`config.mk`:
```
export PLATFORM = sky130hd
export DESIGN_NAME = mac_carry_pipe_flat
export DESIGN_NICKNAME = d
export VERILOG_FILES = /design/src/rtl/mac_carry_pipe_pkg.sv /design/src/rtl/mac_carry_pipe_if.sv /design/src/rtl/mac_carry_pipe_mul_stage.sv /design/src/rtl/mac_carry_pipe.sv /design/src/flat_wrapper.sv
export SDC_FILE = /design/constraint.sdc
export NUM_CORES = 1
export LEC_CHECK = 0
export ABC_AREA = 1
export CAP_MARGIN = 20
export CORE_MARGIN = 4
export CORE_UTILIZATION = 45
export CTS_BUF_LIST = sky130_fd_sc_hd__clkbuf_2
export DETAILED_ROUTE_END_ITERATION = 12
export PLACE_DENSITY = 0.63
export SLEW_MARGIN = 20
export SYNTH_ARGS = -nofsm -noshare
export SYNTH_HDL_FRONTEND = slang
export SYNTH_SLANG_ARGS = --single-unit
```
`constraint.sdc`:
```
create_clock -name clk -period 3.7 [get_ports clk]
set_clock_uncertainty 0.2 [all_clocks]
set_input_delay 0.74 -clock clk [delete_from_list [all_inputs] [get_ports clk]]
set_output_delay 0.74 -clock clk [all_outputs]
set_load 0.01 [all_outputs]
```
`src/rtl/mac_carry_pipe_pkg.sv`:
```
// rtl/mac_carry_pipe_pkg.sv - shared widths, sum-width helper and S1 payload type for mac_carry_pipe
package mac_carry_pkg;

  localparam int A_W_DEF   = 7;
  localparam int B_W_DEF   = 7;
  localparam int C_W_DEF   = 6;
  localparam int OUT_W_DEF = 14;

  // The S2 adder keeps one bit above the result so the carry is never lost.
  function automatic int sum_width(input int out_w);
    return out_w + 1;
  endfunction

  localparam int SUM_W_DEF = sum_width(OUT_W_DEF);

  // S1 payload in the default configuration; parametrised builds carry the
  // same fields with their own widths inside the stage.
  typedef struct packed {
    logic [A_W_DEF+B_W_DEF-1:0] prod;
    logic [C_W_DEF-1:0]         c;
    logic                       acc_en;
    logic                       valid;
  } s1_payload_t;

endpackage

```
`src/rtl/mac_carry_pipe_if.sv`:
```
// rtl/mac_carry_pipe_if.sv - input/output handshake bundle for mac_carry_pipe
interface mac_carry_pipe_if #(
  parameter int A_W   = 7,
  parameter int B_W   = 7,
  parameter int C_W   = 6,
  parameter int OUT_W = 14
) ();

  logic             in_valid;
  logic             in_ready;
  logic [A_W-1:0]   a;
  logic [B_W-1:0]   b;
  logic [C_W-1:0]   c;
  logic             acc_en;
  logic             out_valid;
  logic             out_ready;
  logic [OUT_W-1:0] out;
  logic             cout;
  logic             ovf;

  // Producer/consumer side that drives operands and accepts results.
  modport master (
    output in_valid, a, b, c, acc_en, out_ready,
    input  in_ready, out_valid, out, cout, ovf
  );

  // The MAC pipeline itself.
  modport slave (
    input  in_valid, a, b, c, acc_en, out_ready,
    output in_ready, out_valid, out, cout, ovf
  );

endinterface

```
`src/rtl/mac_carry_pipe_mul_stage.sv`:
```
// rtl/mac_carry_pipe_mul_stage.sv - S1: registered product plus addend/acc_en with its own valid/advance
module mac_mul_stage
  import mac_carry_pkg::*;
#(
  parameter int A_W = A_W_DEF,
  parameter int B_W = B_W_DEF,
  parameter int C_W = C_W_DEF
) (
  input  logic               clk,
  input  logic               rst_n,
  input  logic               in_valid,
  input  logic [A_W-1:0]     a,
  input  logic [B_W-1:0]     b,
  input  logic [C_W-1:0]     c,
  input  logic               acc_en,
  input  logic               s2_adv,
  output logic               in_ready,
  output logic               s1_valid,
  output logic [A_W+B_W-1:0] prod,
  output logic [C_W-1:0]     c_q,
  output logic               acc_en_q
);

  localparam int P_W = A_W + B_W;

  // S1 may take a new beat when it is empty or its beat moves into S2.
  assign in_ready = !s1_valid || s2_adv;

  // Register the full-width product; payload only changes on a real accept.
  always_ff @(posedge clk or negedge rst_n) begin
    if (!rst_n) begin
      s1_valid <= 1'b0;
      prod     <= '0;
      c_q      <= '0;
      acc_en_q <= 1'b0;
    end else if (in_ready) begin
      s1_valid <= in_valid;
      if (in_valid) begin
        prod     <= P_W'(a) * P_W'(b);
        c_q      <= c;
        acc_en_q <= acc_en;
      end
    end
  end

endmodule

```
`src/rtl/mac_carry_pipe.sv`:
```
// rtl/mac_carry_pipe.sv - two-stage a*b+c(+acc) with carry and sticky overflow; optional MAC_CARRY_PIPE_SAT_EN saturation
module mac_carry_pipe
  import mac_carry_pkg::*;
#(
  parameter int A_W   = 7,
  parameter int B_W   = 7,
  parameter int C_W   = 6,
  parameter int OUT_W = 14
) (
  input  logic           clk,
  input  logic           rst_n,
  mac_carry_pipe_if.slave bus
);

  localparam int SUM_W = sum_width(OUT_W);

  if (OUT_W < A_W + B_W || OUT_W < C_W) begin : g_bad_width
    $error("mac_carry_pipe: OUT_W must be >= A_W+B_W and >= C_W");
  end

  logic               s2_adv;
  logic               s1_valid;
  logic [A_W+B_W-1:0] prod;
  logic [C_W-1:0]     c_q;
  logic               acc_en_q;

  logic               out_valid_q;
  logic [OUT_W-1:0]   out_q;
  logic               cout_q;
  logic               ovf_q;

  logic [SUM_W-1:0]   sum;
  logic [OUT_W-1:0]   out_next;
  logic               cout_next;
  logic               ovf_next;

  // S2 moves whenever its result is absent or being taken this cycle.
  assign s2_adv = !out_valid_q || bus.out_ready;

  mac_mul_stage #(
    .A_W (A_W),
    .B_W (B_W),
    .C_W (C_W)
  ) u_mul (
    .clk      (clk),
    .rst_n    (rst_n),
    .in_valid (bus.in_valid),
    .a        (bus.a),
    .b        (bus.b),
    .c        (bus.c),
    .acc_en   (bus.acc_en),
    .s2_adv   (s2_adv),
    .in_ready (bus.in_ready),
    .s1_valid (s1_valid),
    .prod     (prod),
    .c_q      (c_q),
    .acc_en_q (acc_en_q)
  );

  // The accumulator is the output register, so the fold-back always sees the last emitted result.
  always_comb begin
    sum       = SUM_W'(prod) + SUM_W'(c_q) + (acc_en_q ? SUM_W'(out_q) : '0);
    cout_next = sum[OUT_W];
`ifdef MAC_CARRY_PIPE_SAT_EN
    out_next  = cout_next ? '1 : sum[OUT_W-1:0];
`else
    out_next  = sum[OUT_W-1:0];
`endif
    ovf_next  = acc_en_q ? (ovf_q | cout_next) : cout_next;
  end

  // S2 result register; holds everything while the consumer stalls.
  always_ff @(posedge clk or negedge rst_n) begin
    if (!rst_n) begin
      out_valid_q <= 1'b0;
      out_q       <= '0;
      cout_q      <= 1'b0;
      ovf_q       <= 1'b0;
    end else if (s2_adv) begin
      out_valid_q <= s1_valid;
      if (s1_valid) begin
        out_q  <= out_next;
        cout_q <= cout_next;
        ovf_q  <= ovf_next;
      end
    end
  end

  assign bus.out_valid = out_valid_q;
  assign bus.out       = out_q;
  assign bus.cout      = cout_q;
  assign bus.ovf       = ovf_q;

endmodule
```
`src/flat_wrapper.sv`:
```
// flat-port wrapper written by rule: the top's interface ports become plain ports
module mac_carry_pipe_flat import mac_carry_pkg::*;
#(
  parameter int A_W   = 7,
  parameter int B_W   = 7,
  parameter int C_W   = 6,
  parameter int OUT_W = 14
)
  (clk, rst_n, bus_in_valid, bus_a, bus_b, bus_c, bus_acc_en, bus_out_ready, bus_in_ready, bus_out_valid, bus_out, bus_cout, bus_ovf);
  mac_carry_pipe_if #(.A_W(A_W), .B_W(B_W), .C_W(C_W), .OUT_W(OUT_W)) bus_i ();
  input  logic clk;
  input  logic rst_n;
  input wire logic [$bits(bus_i.in_valid)-1:0] bus_in_valid;
  input wire logic [$bits(bus_i.a)-1:0] bus_a;
  input wire logic [$bits(bus_i.b)-1:0] bus_b;
  input wire logic [$bits(bus_i.c)-1:0] bus_c;
  input wire logic [$bits(bus_i.acc_en)-1:0] bus_acc_en;
  input wire logic [$bits(bus_i.out_ready)-1:0] bus_out_ready;
  output wire logic [$bits(bus_i.in_ready)-1:0] bus_in_ready;
  output wire logic [$bits(bus_i.out_valid)-1:0] bus_out_valid;
  output wire logic [$bits(bus_i.out)-1:0] bus_out;
  output wire logic [$bits(bus_i.cout)-1:0] bus_cout;
  output wire logic [$bits(bus_i.ovf)-1:0] bus_ovf;
  assign bus_i.in_valid = bus_in_valid;
  assign bus_i.a = bus_a;
  assign bus_i.b = bus_b;
  assign bus_i.c = bus_c;
  assign bus_i.acc_en = bus_acc_en;
  assign bus_i.out_ready = bus_out_ready;
  assign bus_in_ready = bus_i.in_ready;
  assign bus_out_valid = bus_i.out_valid;
  assign bus_out = bus_i.out;
  assign bus_cout = bus_i.cout;
  assign bus_ovf = bus_i.ovf;
  mac_carry_pipe #(.A_W(A_W), .B_W(B_W), .C_W(C_W), .OUT_W(OUT_W)) u_core (.clk(clk), .rst_n(rst_n), .bus(bus_i));
endmodule
```
==> load_flow_metrics.sql, run 1 <==
INSERT INTO impl_metrics (metric_group, metric, value, unit) VALUES
('logic_synthesis', 'area_of_the_mapped_netlist', '0.00429', 'mm^2'),
('detailed_routing', 'vias_per_std_cell', '4.72', ''),
('power_and_ir_drop', 'intPower', '1.66', 'mW'),
('critical_path', 'worstPathArrival', '3.98', 'ns'),
('critical_path', 'worstPathCellList', 'buf_8 -> nand2_4 -> inv_2 -> fa_1 -> inv_2 -> fa_1 -> inv_2 -> fa_1 -> inv_1 -> fa_1 -> inv_2 -> ha_4 -> nand2_2 -> nand2_2 -> nand2_2 -> nand2_2 -> nand2_2 -> nand3_2 -> nand2_1 -> nand3_1 -> nand2_1', ''),
('power_and_ir_drop', 'part_of_the_total_power_dissipated_in_combinational_logic', '0.722', ''),
('clocking', 'cts_max_level', '2', ''),
('detailed_routing', 'vias', '3905', ''),
('clocking', 'root_buffer', 'sky130_fd_sc_hd__clkbuf_2', ''),
('global_routing', 'largest_net_degree_at_the_start_of_global_routing', '40', ''),
('detailed_routing', 'drc', '0', ''),
('flow_run', 'cap_viol_max_count', '0', ''),
('power_and_ir_drop', 'vdd.ir_drop.worst', '0.178', 'mV'),
('clocking', 'cts.reportedPaths.clkPinSlew', '0.22', 'ns'),
('critical_path', 'critical_path_peak_fanout', '4', ''),
('critical_path', 'crit_required', '3.80', 'ns'),
('clocking', 'count_of_clock_tree_sinks', '39', ''),
('sta', 'achievable-frequency', '258', 'MHz'),
('global_routing', 'grt_pass1_wl', '17.3', 'mm'),
('place', 'io_buffers', '42', ''),
('power_and_ir_drop', 'power-per-cell-area', '574', 'mW/mm^2'),
('clocking', 'cts_tree', 'yes', ''),
('critical_path', 'regToRegEndpoint', 'u_core.bus.out[13]', ''),
('cells_and_area', 'mostFrequentLayoutCells', '207 x sky130_fd_sc_hd__nand2_1, 122 x sky130_fd_sc_hd__inv_1, 43 x sky130_fd_sc_hd__ha_1, 39 x sky130_fd_sc_hd__dfrtp_1, 34 x sky130_fd_sc_hd__buf_4', ''),
('sta', 'final-setup-viol-count', '8', ''),
('detailed_routing', 'detail_route.wl_per_cell', '12.0', 'um'),
('sta', 'final.min_clock_period', '3.88', 'ns'),
('worst_hold_path', 'hold_class', 'primary input to async pin', ''),
('status', 'violations_in_the_final_reports', 'setup timing', ''),
('die', 'boundaryPins', '43', ''),
('sta', 'setup_ws', '-0.176', 'ns'),
('detailed_routing', 'drtAntennaViolNets', '0', ''),
('critical_path', 'regToRegStartpoint', 'u_core.u_mul.acc_en_q', ''),
('cells_and_area', 'syn_to_final_growth', '29.0', '%'),
('global_routing', 'grt_pass1_vias', '3818', ''),
('logic_synthesis', 'synth_fp_nets', '721', ''),
('power_and_ir_drop', 'report.power.total', '3.18', 'mW'),
('die', 'die_w', '106', 'um'),
('sta', 'final_hold_viol_count', '0', ''),
('clocking', 'cts-buffers-inserted', '5', ''),
('power_and_ir_drop', 'share_seq_of_total_power', '0.218', ''),
('global_routing', 'grt_antenna_before_repair', '0', ''),
('sta', 'maxSlewHeadroom', '0.425', ''),
('place', 'globalplace.congestion', '0.877', ''),
('sta', 'tightestPinTransition', '0.863', 'ns'),
('logic_synthesis', 'netlist_instances', '612', ''),
('critical_path', 'cp-end-kind', 'register', ''),
('critical_path', 'regToRegSetupSlack', '0.71', 'ns'),
('status', 'outcome', 'finished with violations', ''),
('die', 'coreArea', '0.00924', 'mm^2'),
('logic_synthesis', 'synth_enable_flop_cells', '0', ''),
('critical_path', 'crit_end', 'u_core.u_mul.prod[13]', ''),
('clocking', 'clock_latency', '0.40', 'ns'),
('die', 'fp-row-count', '35', ''),
('global_routing', 'grt_usage', '0.186', ''),
('logic_synthesis', 'synth-seq-cells', '39', ''),
('sta', 'rsz0062_at_grt', 'true', ''),
('logic_synthesis', 'ys_warn_count', '0', ''),
('sta', 'min_period_over_period', '1.05', ''),
('critical_path', 'timing_worst_setup_path_type', 'primary input to register', ''),
('sta', 'final_count_of_pins_violating_max_slew', '0', ''),
('place', 'hpwl_dp', '8.08', 'mm'),
('cells_and_area', 'layout.filler_cells', '876', ''),
('critical_path', 'r2r_cells', '14', ''),
('cells_and_area', 'final_net_count', '806', ''),
('cells_and_area', 'final_common_cell', 'sky130_fd_sc_hd__nand2_1', ''),
('power_and_ir_drop', 'power.net_switching', '1.52', 'mW'),
('die', 'start_util', '0.464', ''),
('cells_and_area', 'post-route-util', '0.599', ''),
('detailed_routing', 'drt_iter0_drc', '139', ''),
('logic_synthesis', 'synth_async_sr_flop_share', '1.00', '');
cell type report:
type	count	area [um^2]	area share
flip-flops and latches	39	976	0.176
inverters	138	520	0.0940
clock buffers	5	25.0	0.00452
multi-input cells	428	3070	0.555
repair buffers	85	766	0.138
clock inverters	3	15.0	0.00271
well taps	129	161	0.0292
logic make-up after synthesis:
family,after synthesis,share of synthesized area
compound gates,33,0.0417
xor+xnor,11,0.0224
fa+ha+maj,84,0.299
buf+inv,145,0.129
flops,39,0.227
simple gates,300,0.281
synth_stat cells (2+ instances only):
cell type / number / area share
sky130_fd_sc_hd__xor2_1: 4 / 0.0082
sky130_fd_sc_hd__nand2_1: 233 / 0.20
sky130_fd_sc_hd__nand2_2: 3 / 0.0044
sky130_fd_sc_hd__a21oi_1: 9 / 0.010
sky130_fd_sc_hd__nor2_1: 22 / 0.019
sky130_fd_sc_hd__xnor2_1: 7 / 0.014
sky130_fd_sc_hd__nand3b_1: 2 / 0.0035
sky130_fd_sc_hd__ha_1: 53 / 0.15
sky130_fd_sc_hd__fa_1: 31 / 0.14
sky130_fd_sc_hd__o21ai_1: 5 / 0.0058
sky130_fd_sc_hd__nand4_1: 8 / 0.012
sky130_fd_sc_hd__nor2_2: 3 / 0.0044
sky130_fd_sc_hd__nand3_1: 28 / 0.033
sky130_fd_sc_hd__inv_1: 138 / 0.12
sky130_fd_sc_hd__buf_2: 6 / 0.0070
sky130_fd_sc_hd__dfrtp_1: 39 / 0.23
sky130_fd_sc_hd__o21ai_0: 14 / 0.016
worst max-delay path: cells and delay by family:
kind	cells	cell delay (ns)
adders and majority gates	5	2.30
and+or+nand+nor	10	0.63
buffers and inverters	6	0.30
per-layer routing:
layer  track usage  share of wire  up-vias
li1              -              -     2017
met5             0              0        -
met2         0.351           0.52       66
met4        0.0481          0.023        0
met3        0.0147          0.028       19
met1         0.227           0.43     1803
worst min path at each step:
stage                          from                   to  slack, ns
floorplan                     rst_n      u_core.bus.cout       0.24
global route                  rst_n  u_core.u_mul.c_q[4]       0.28
detailed placement  u_core.bus.cout      u_core.bus.cout       0.28
finish                        rst_n  u_core.u_mul.c_q[3]       0.22
CTS                           rst_n  u_core.u_mul.c_q[3]       0.24
global placement    u_core.bus.cout      u_core.bus.cout       0.27
power groups by stage:
stage / clock, mW / combinational, mW / sequential [mW]
6_report: 0.190 / 2.29 / 0.692
4_1_cts: 0.198 / 2.19 / 0.694
3_3_place_gp: 0 / 1.99 / 0.700
2_1_floorplan: 0 / 1.35 / 0.707
3_5_place_dp: 0 / 2.02 / 0.702
5_1_grt: 0.212 / 2.59 / 0.715
sequential cells by signal, summed over array words and instances, names as in the netlist:
name                   cells
u_core.bus.cout            1
u_core.bus.out            14
u_core.bus.out_valid       1
u_core.bus.ovf             1
u_core.u_mul.acc_en_q      1
u_core.u_mul.c_q           6
u_core.u_mul.prod         14
u_core.u_mul.s1_valid      1
through the flow:
stage | hold slack, ns | worst slack [ns] | setup TNS (ns) | cell area (um^2) | cells
finish | 0.221 | -0.176 | -1.00 | 5540 | 827
global placement | 0.266 | -1.11 | -9.33 | 5160 | 813
CTS | 0.237 | -0.236 | -1.41 | 5350 | 822
detailed placement | 0.276 | -1.13 | -9.78 | 5160 | 813
global route | 0.283 | -0.276 | -1.75 | 5540 | 827
floorplan | 0.244 | -0.317 | -1.84 | 4340 | 612
repair_timing:
item	CTS	global route
buffers inserted	1	6
pin swaps	25	35
setup endpoints to repair	10	9
hold buffers	0	0
resized for setup	82	56
(Power assumes the default switching activity.)
==> run 2: changes to the inputs <==
--- a/config.mk
+++ b/config.mk
@@ -16,3 +16,4 @@
 export SYNTH_ARGS = -nofsm -noshare
 export SYNTH_HDL_FRONTEND = slang
 export SYNTH_SLANG_ARGS = --single-unit
+export TNS_END_PERCENT = 50
==> run 2 against run 1 <==
  * The run still ends with setup timing left
  * Non-clock buffer count up 1
  * Sequential share of layout area up 0.24 points
  * Worst setup slack worse by 0.039 ns
  * Wire length up 0.62%
  * Critical path type unchanged
  * Largest power group unchanged
==> load_flow_metrics.sql, run 2 (same netlist as run 1, synthesis figures left out) <==
INSERT INTO impl_metrics (metric_group, metric, value, unit) VALUES
('critical_path', 'crit_path_start_kind', 'primary input', ''),
('cells_and_area', 'mostFrequentLayoutCells', '214 x sky130_fd_sc_hd__nand2_1, 131 x sky130_fd_sc_hd__inv_1, 47 x sky130_fd_sc_hd__buf_4, 44 x sky130_fd_sc_hd__ha_1, 39 x sky130_fd_sc_hd__dfrtp_1', ''),
('die', 'fp-row-count', '35', ''),
('critical_path', 'crit_required', '3.77', 'ns'),
('sta', 'final_hold_viol_count', '0', ''),
('critical_path', 'regToRegStartpoint', 'u_core.u_mul.acc_en_q', ''),
('critical_path', 'crit_end', 'u_core.u_mul.prod[12]', ''),
('critical_path', 'cp-end-kind', 'register', ''),
('power_and_ir_drop', 'vdd.ir_drop.worst', '0.215', 'mV'),
('clocking', 'count_of_clock_tree_sinks', '39', ''),
('cells_and_area', 'sequential_cell_area', '976', 'um^2'),
('clocking', 'clock_tree.buffer_depth', '2', ''),
('sta', 'rsz0062_at_grt', 'true', ''),
('global_routing', 'grt_usage', '0.188', ''),
('place', 'dp_cells', '817', ''),
('global_routing', 'grt_pass1_vias', '3961', ''),
('detailed_routing', 'drc', '0', ''),
('die', 'die_height', '106', 'um'),
('cells_and_area', 'drive_gt1_frac', '0.173', ''),
('clocking', 'cts_tree', 'yes', ''),
('die', 'boundaryPins', '43', ''),
('power_and_ir_drop', 'power-per-cell-area', '574', 'mW/mm^2'),
('global_routing', 'grt-ovfl-total', '0', ''),
('detailed_routing', 'vias', '3904', ''),
('place', 'globalplace.congestion', '0.838', ''),
('status', 'violations_in_the_final_reports', 'setup timing', ''),
('detailed_routing', 'first_pass_iters', '4', ''),
('detailed_routing', 'vias_per_std_cell', '4.72', ''),
('detailed_routing', 'drt_iter0_drc', '106', ''),
('sta', 'min_period_over_period', '1.06', ''),
('critical_path', 'regToRegEndpoint', 'u_core.bus.out[13]', ''),
('critical_path', 'r2r_cells', '14', ''),
('critical_path', 'worst_setup_path_startpoint', 'bus_b[1]', ''),
('cells_and_area', 'final_net_count', '807', ''),
('sta', 'final-setup-viol-count', '8', ''),
('cells_and_area', 'num_antenna_cells', '0', ''),
('sta', 'final_count_of_pins_violating_max_slew', '0', ''),
('power_and_ir_drop', 'report.power.total', '3.13', 'mW'),
('die', 'die_w', '106', 'um'),
('sta', 'achievable-frequency', '255', 'MHz'),
('worst_hold_path', 'hold_class', 'primary input to async pin', ''),
('place', 'place_ws', '-1.22', 'ns'),
('cells_and_area', 'multiInputGateArea', '0.00302', 'mm^2'),
('critical_path', 'critical_path_peak_fanout', '4', ''),
('cells_and_area', 'layout.filler_cells', '870', ''),
('global_routing', 'largest_net_degree_at_the_start_of_global_routing', '40', ''),
('detailed_routing', 'detail_route.wl_per_cell', '12.1', 'um'),
('cells_and_area', 'layoutNonFillerInstCount', '827', ''),
('clocking', 'cts_max_level', '2', ''),
('sta', 'tightestPinTransition', '0.892', 'ns'),
('detailed_routing', 'post_detailed_routing_wire_length', '10.0', 'mm'),
('clocking', 'clock_latency', '0.41', 'ns'),
('critical_path', 'regToRegSetupSlack', '0.69', 'ns'),
('sta', 'setup_ws', '-0.215', 'ns'),
('clocking', 'cts_hold_buf', '0', ''),
('sta', 'final.setup.tns', '-1.30', 'ns'),
('power_and_ir_drop', 'power_leakage', '3.31', 'nW'),
('critical_path', 'worstPathArrival', '3.98', 'ns'),
('flow_run', 'cap_viol_max_count', '0', ''),
('clocking', 'cts-buffers-inserted', '5', ''),
('status', 'outcome', 'finished with violations', ''),
('sta', 'final.min_clock_period', '3.91', 'ns'),
('global_routing', 'grt_pass1_wl', '17.5', 'mm'),
('die', 'die_area', '0.0112', 'mm^2'),
('cells_and_area', 'syn_to_final_growth', '27.3', '%'),
('clocking', 'cts.reportedPaths.clkPinSlew', '0.24', 'ns'),
('die', 'start_util', '0.464', ''),
('global_routing', 'grt_antenna_before_repair', '0', ''),
('clocking', 'root_buffer', 'sky130_fd_sc_hd__clkbuf_2', ''),
('place', 'io_buffers', '42', ''),
('place', 'hpwl_dp', '8.25', 'mm'),
('critical_path', 'timing_worst_setup_path_type', 'primary input to register', ''),
('sta', 'maxSlewHeadroom', '0.405', ''),
('detailed_routing', 'drtAntennaViolNets', '0', ''),
('cells_and_area', 'final_common_cell', 'sky130_fd_sc_hd__nand2_1', ''),
('die', 'coreArea', '0.00924', 'mm^2');
## run 2: changes by cell type in the layout (fill, tap and decap cells not counted), moves of 2 or more
| cell | before | now |
|---|---|---|
| sky130_fd_sc_hd__buf_2 | 6 | 2 |
| sky130_fd_sc_hd__buf_4 | 34 | 47 |
| sky130_fd_sc_hd__buf_6 | 10 | 5 |
| sky130_fd_sc_hd__buf_8 | 4 | 2 |
| sky130_fd_sc_hd__clkinv_1 | 2 | 0 |
| sky130_fd_sc_hd__inv_1 | 122 | 131 |
| sky130_fd_sc_hd__inv_2 | 15 | 5 |
| sky130_fd_sc_hd__nand2_1 | 207 | 214 |
| sky130_fd_sc_hd__nand2_2 | 22 | 15 |
| sky130_fd_sc_hd__nor2_1 | 16 | 18 |
| sky130_fd_sc_hd__nor2_4 | 3 | 1 |
## run 2: report_power, final
group	total (mW)	internal [mW]	switching [mW]
Sequential	0.692	0.573	0.119
Clock	0.196	0.0433	0.152
Combinational	2.25	1.03	1.22
Total	3.13	1.65	1.49
## run 2: layer usage
layer	wire length, um	global-route usage	up-vias
met1	4390	0.225	1818
met5	0	0	-
li1	-	-	2022
met2	5200	0.357	49
met4	196	0.0564	0
met3	218	0.0129	15
## run 2: layout make-up
type / count / share of cell area
multi-input combinational: 428 / 0.553
sequential: 39 / 0.179
tap: 129 / 0.0295
timing repair buffer: 86 / 0.136
clock inverter: 2 / 0.00252
inverter: 138 / 0.0957
clock buffer: 5 / 0.00458
## run 2: worst min path at each step
stage                           to  slack [ns]
6_report       u_core.u_mul.c_q[1]        0.22
5_1_grt        u_core.u_mul.c_q[1]        0.26
4_1_cts        u_core.u_mul.c_q[1]        0.22
3_5_place_dp       u_core.bus.cout        0.27
3_3_place_gp       u_core.bus.cout        0.27
2_1_floorplan      u_core.bus.cout        0.24
## run 2: worst max-delay path, cell delays in order
cell,delay (ns)
sky130_fd_sc_hd__buf_8,0.10
sky130_fd_sc_hd__nand2_4,0.05
sky130_fd_sc_hd__inv_2,0.03
sky130_fd_sc_hd__fa_1,0.54
sky130_fd_sc_hd__inv_2,0.04
sky130_fd_sc_hd__fa_1,0.49
sky130_fd_sc_hd__inv_2,0.04
sky130_fd_sc_hd__fa_1,0.49
sky130_fd_sc_hd__inv_1,0.05
sky130_fd_sc_hd__fa_1,0.51
sky130_fd_sc_hd__inv_2,0.05
sky130_fd_sc_hd__ha_4,0.31
sky130_fd_sc_hd__nand2_4,0.07
sky130_fd_sc_hd__inv_4,0.06
sky130_fd_sc_hd__nand4_1,0.14
sky130_fd_sc_hd__nand3_1,0.11
sky130_fd_sc_hd__nand2_1,0.05
sky130_fd_sc_hd__nand3_1,0.06
sky130_fd_sc_hd__nand2_1,0.06
## run 2: timing repair
| item | in CTS | in global routing |
|---|---|---|
| gates resized for setup | 75 | 42 |
| endpoints found under the setup margin | 10 | 9 |
| pin swaps | 16 | 25 |
| buffers inserted | 1 | 2 |
| gates cloned | 0 | 0 |
## run 2: metrics by stage
step / util / area (um^2) / hold WS (ns)
final: 0.591 / 5460 / 0.215
after floorplan: - / 4330 / 0.244
after global routing: 0.591 / 5460 / 0.260
after detailed placement: 0.560 / 5180 / 0.273
after global placement: 0.560 / 5180 / 0.267
after CTS: 0.577 / 5330 / 0.223
==> run 3: changes to the inputs <==
--- a/config.mk
+++ b/config.mk
@@ -7,11 +7,13 @@
 export LEC_CHECK = 0
 export ABC_AREA = 1
 export CAP_MARGIN = 20
+export CELL_PAD_IN_SITES_DETAIL_PLACEMENT = 0
+export CELL_PAD_IN_SITES_GLOBAL_PLACEMENT = 1
 export CORE_MARGIN = 4
-export CORE_UTILIZATION = 45
+export CORE_UTILIZATION = 43
 export CTS_BUF_LIST = sky130_fd_sc_hd__clkbuf_2
 export DETAILED_ROUTE_END_ITERATION = 12
-export PLACE_DENSITY = 0.63
+export PLACE_DENSITY = 0.81
 export SLEW_MARGIN = 20
 export SYNTH_ARGS = -nofsm -noshare
 export SYNTH_HDL_FRONTEND = slang
==> run 3 against run 2 <==
  * The run still ends with setup timing left
  * Die area grew 4.3%
  * Power rose by 0.91%
  * Cell area decreased by 0.64%
  * Worst setup slack better by 0.074 ns
  * First-iteration DRC count up 45%
  * Critical path type unchanged
  * Combinational power shrank 3%
  * Cell count is 0.60% higher
  * Clock power increased by 42%
  * Sequential cell count unchanged
==> load_flow_metrics.sql, run 3 (same netlist as run 1, synthesis figures left out) <==
INSERT INTO impl_metrics (metric_group, metric, value, unit) VALUES
('status', 'outcome', 'finished with violations', ''),
('status', 'violations_in_the_final_reports', 'setup timing', ''),
('sta', 'timing.hold.ws', '0.179', 'ns'),
('die', 'die_w', '108', 'um'),
('global_routing', 'grt.met2_usage', '0.364', ''),
('power_and_ir_drop', 'vdd.ir_drop.worst', '0.206', 'mV'),
('die', 'die_height', '108', 'um'),
('cells_and_area', 'layout.filler_cells', '974', ''),
('detailed_routing', 'first_pass_iters', '4', ''),
('sta', 'maxSlewHeadroom', '0.411', ''),
('detailed_routing', 'detail_route.wl_per_cell', '12.3', 'um'),
('cells_and_area', 'final_common_cell', 'sky130_fd_sc_hd__nand2_1', ''),
('detailed_routing', 'post_detailed_routing_wire_length', '10.2', 'mm'),
('clocking', 'root_buffer', 'sky130_fd_sc_hd__clkbuf_2', ''),
('sta', 'min_period_over_period', '1.04', ''),
('clocking', 'clock_tree.buffer_depth', '2', ''),
('clocking', 'cts-buffers-inserted', '5', ''),
('critical_path', 'regToRegSetupSlack', '0.74', 'ns'),
('detailed_routing', 'drt_iter0_drc', '154', ''),
('global_routing', 'grt_most_used_layer', 'met2', ''),
('clocking', 'cts_max_level', '2', ''),
('sta', 'final_hold_viol_count', '0', ''),
('die', 'die_area', '0.0116', 'mm^2'),
('clocking', 'cts.reportedPaths.clkPinSlew', '0.24', 'ns'),
('critical_path', 'timing_worst_setup_path_type', 'primary input to register', ''),
('place', 'globalplace.congestion', '0.846', ''),
('sta', 'final_count_of_pins_violating_max_slew', '0', ''),
('critical_path', 'worstPathArrival', '3.97', 'ns'),
('clocking', 'count_of_clock_tree_sinks', '39', ''),
('sta', 'final.setup.tns', '-0.624', 'ns'),
('critical_path', 'crit_required', '3.82', 'ns'),
('global_routing', 'grt_antenna_before_repair', '0', ''),
('clocking', 'cts_hold_buf', '0', ''),
('critical_path', 'critical_path_peak_fanout', '4', ''),
('detailed_routing', 'vias', '3856', ''),
('detailed_routing', 'drc', '0', ''),
('die', 'fp-row-count', '36', ''),
('cells_and_area', 'num_antenna_cells', '0', ''),
('clocking', 'cts_tree', 'yes', ''),
('global_routing', 'grt.met1_usage', '0.227', ''),
('global_routing', 'grt_pass1_wl', '18.1', 'mm'),
('cells_and_area', 'final_net_count', '807', ''),
('die', 'coreArea', '0.00973', 'mm^2'),
('place', 'hpwl_dp', '8.40', 'mm'),
('cells_and_area', 'syn_to_final_growth', '26.5', '%'),
('place', 'dp_cells', '822', ''),
('sta', 'final-setup-viol-count', '8', ''),
('sta', 'achievable-frequency', '260', 'MHz'),
('place', 'io_buffers', '42', ''),
('sta', 'final.min_clock_period', '3.84', 'ns'),
('sta', 'tightestPinTransition', '0.883', 'ns'),
('global_routing', 'grt_usage', '0.192', ''),
('global_routing', 'grt-ovfl-total', '0', ''),
('global_routing', 'met3_usage', '0.0192', ''),
('die', 'start_util', '0.441', ''),
('sta', 'setup_ws', '-0.141', 'ns'),
('detailed_routing', 'vias_per_std_cell', '4.63', ''),
('cells_and_area', 'mostFrequentLayoutCells', '215 x sky130_fd_sc_hd__nand2_1, 128 x sky130_fd_sc_hd__inv_1, 46 x sky130_fd_sc_hd__ha_1, 43 x sky130_fd_sc_hd__buf_4, 39 x sky130_fd_sc_hd__dfrtp_1', ''),
('global_routing', 'largest_net_degree_at_the_start_of_global_routing', '40', ''),
('critical_path', 'cp-end-kind', 'register', ''),
('cells_and_area', 'layoutNonFillerInstCount', '832', ''),
('power_and_ir_drop', 'power_leakage', '3.29', 'nW'),
('sta', 'rsz0062_at_grt', 'true', ''),
('worst_hold_path', 'hold_class', 'primary input to async pin', ''),
('power_and_ir_drop', 'report.power.total', '3.16', 'mW'),
('power_and_ir_drop', 'power-per-cell-area', '583', 'mW/mm^2'),
('cells_and_area', 'drive_gt1_frac', '0.175', ''),
('clocking', 'clock_latency', '0.43', 'ns'),
('flow_run', 'cap_viol_max_count', '0', ''),
('critical_path', 'crit_path_start_kind', 'primary input', ''),
('detailed_routing', 'drtAntennaViolNets', '0', ''),
('global_routing', 'grt_pass1_vias', '4089', ''),
('die', 'boundaryPins', '43', '');
run 3: what timing repair did:
item	in CTS	in global routing
buffers inserted	1	1
endpoints found under the setup margin	10	9
resized for setup	77	29
pin swaps	16	17
run 3: path summary, 6_finish.rpt:
check / from / end / cells after the start
max in group asynchronous: rst_n / u_core.u_mul.prod[9] / 1
min reg2reg: u_core.bus.cout / u_core.bus.cout / 2
max: bus_b[1] / u_core.u_mul.prod[12] / 19
min in group clk: u_core.bus.cout / u_core.bus.cout / 2
max reg2reg: u_core.u_mul.acc_en_q / u_core.bus.out[7] / 12
min: rst_n / u_core.bus.out[5] / 1
run 3: report_power, final:
part	switching, mW	leakage [nW]	internal (mW)
clock	0.161	0.0436	0.118
sequential	0.124	0.485	0.573
combinational	1.19	2.76	0.996
total	1.48	3.29	1.69
run 3: stage by stage:
step	util	setup WS, ns	cell area [um^2]
after floorplan	-	-0.317	4330
after global placement	0.533	-1.11	5190
after detailed placement	0.533	-1.15	5190
after CTS	0.550	-0.105	5350
after global routing	0.558	-0.219	5430
final	0.558	-0.141	5430
run 3: final cells by class:
cell class / count / area (um^2) / area share
clock inverter: 3 / 47.5 / 0.00876
inverter: 138 / 518 / 0.0954
sequential: 39 / 976 / 0.180
timing repair buffer: 86 / 733 / 0.135
multi-input combinational: 428 / 2960 / 0.546
tap: 133 / 166 / 0.0307
clock buffer: 5 / 25.0 / 0.00461
run 3: routing by layer:
metal  routed length (um)  part of all wire  up-vias
met2                 5410              0.53       49
li1                     -                 -     2012
met5                    0                 0        -
met4                  212             0.021        0
met1                 4370              0.43     1776
met3                  210             0.021       19
run 3: worst max-delay path, cell delays in order:
cell	delay, ns
sky130_fd_sc_hd__buf_8	0.10
sky130_fd_sc_hd__nand2_4	0.05
sky130_fd_sc_hd__inv_2	0.03
sky130_fd_sc_hd__fa_1	0.55
sky130_fd_sc_hd__inv_2	0.05
sky130_fd_sc_hd__fa_1	0.47
sky130_fd_sc_hd__inv_1	0.05
sky130_fd_sc_hd__fa_1	0.47
sky130_fd_sc_hd__inv_1	0.05
sky130_fd_sc_hd__fa_1	0.48
sky130_fd_sc_hd__inv_2	0.05
sky130_fd_sc_hd__ha_4	0.29
sky130_fd_sc_hd__nand2_2	0.06
sky130_fd_sc_hd__inv_2	0.07
sky130_fd_sc_hd__nand4_1	0.16
sky130_fd_sc_hd__nand3_2	0.10
sky130_fd_sc_hd__nand2_1	0.05
sky130_fd_sc_hd__nand3_1	0.07
sky130_fd_sc_hd__nand2_1	0.06
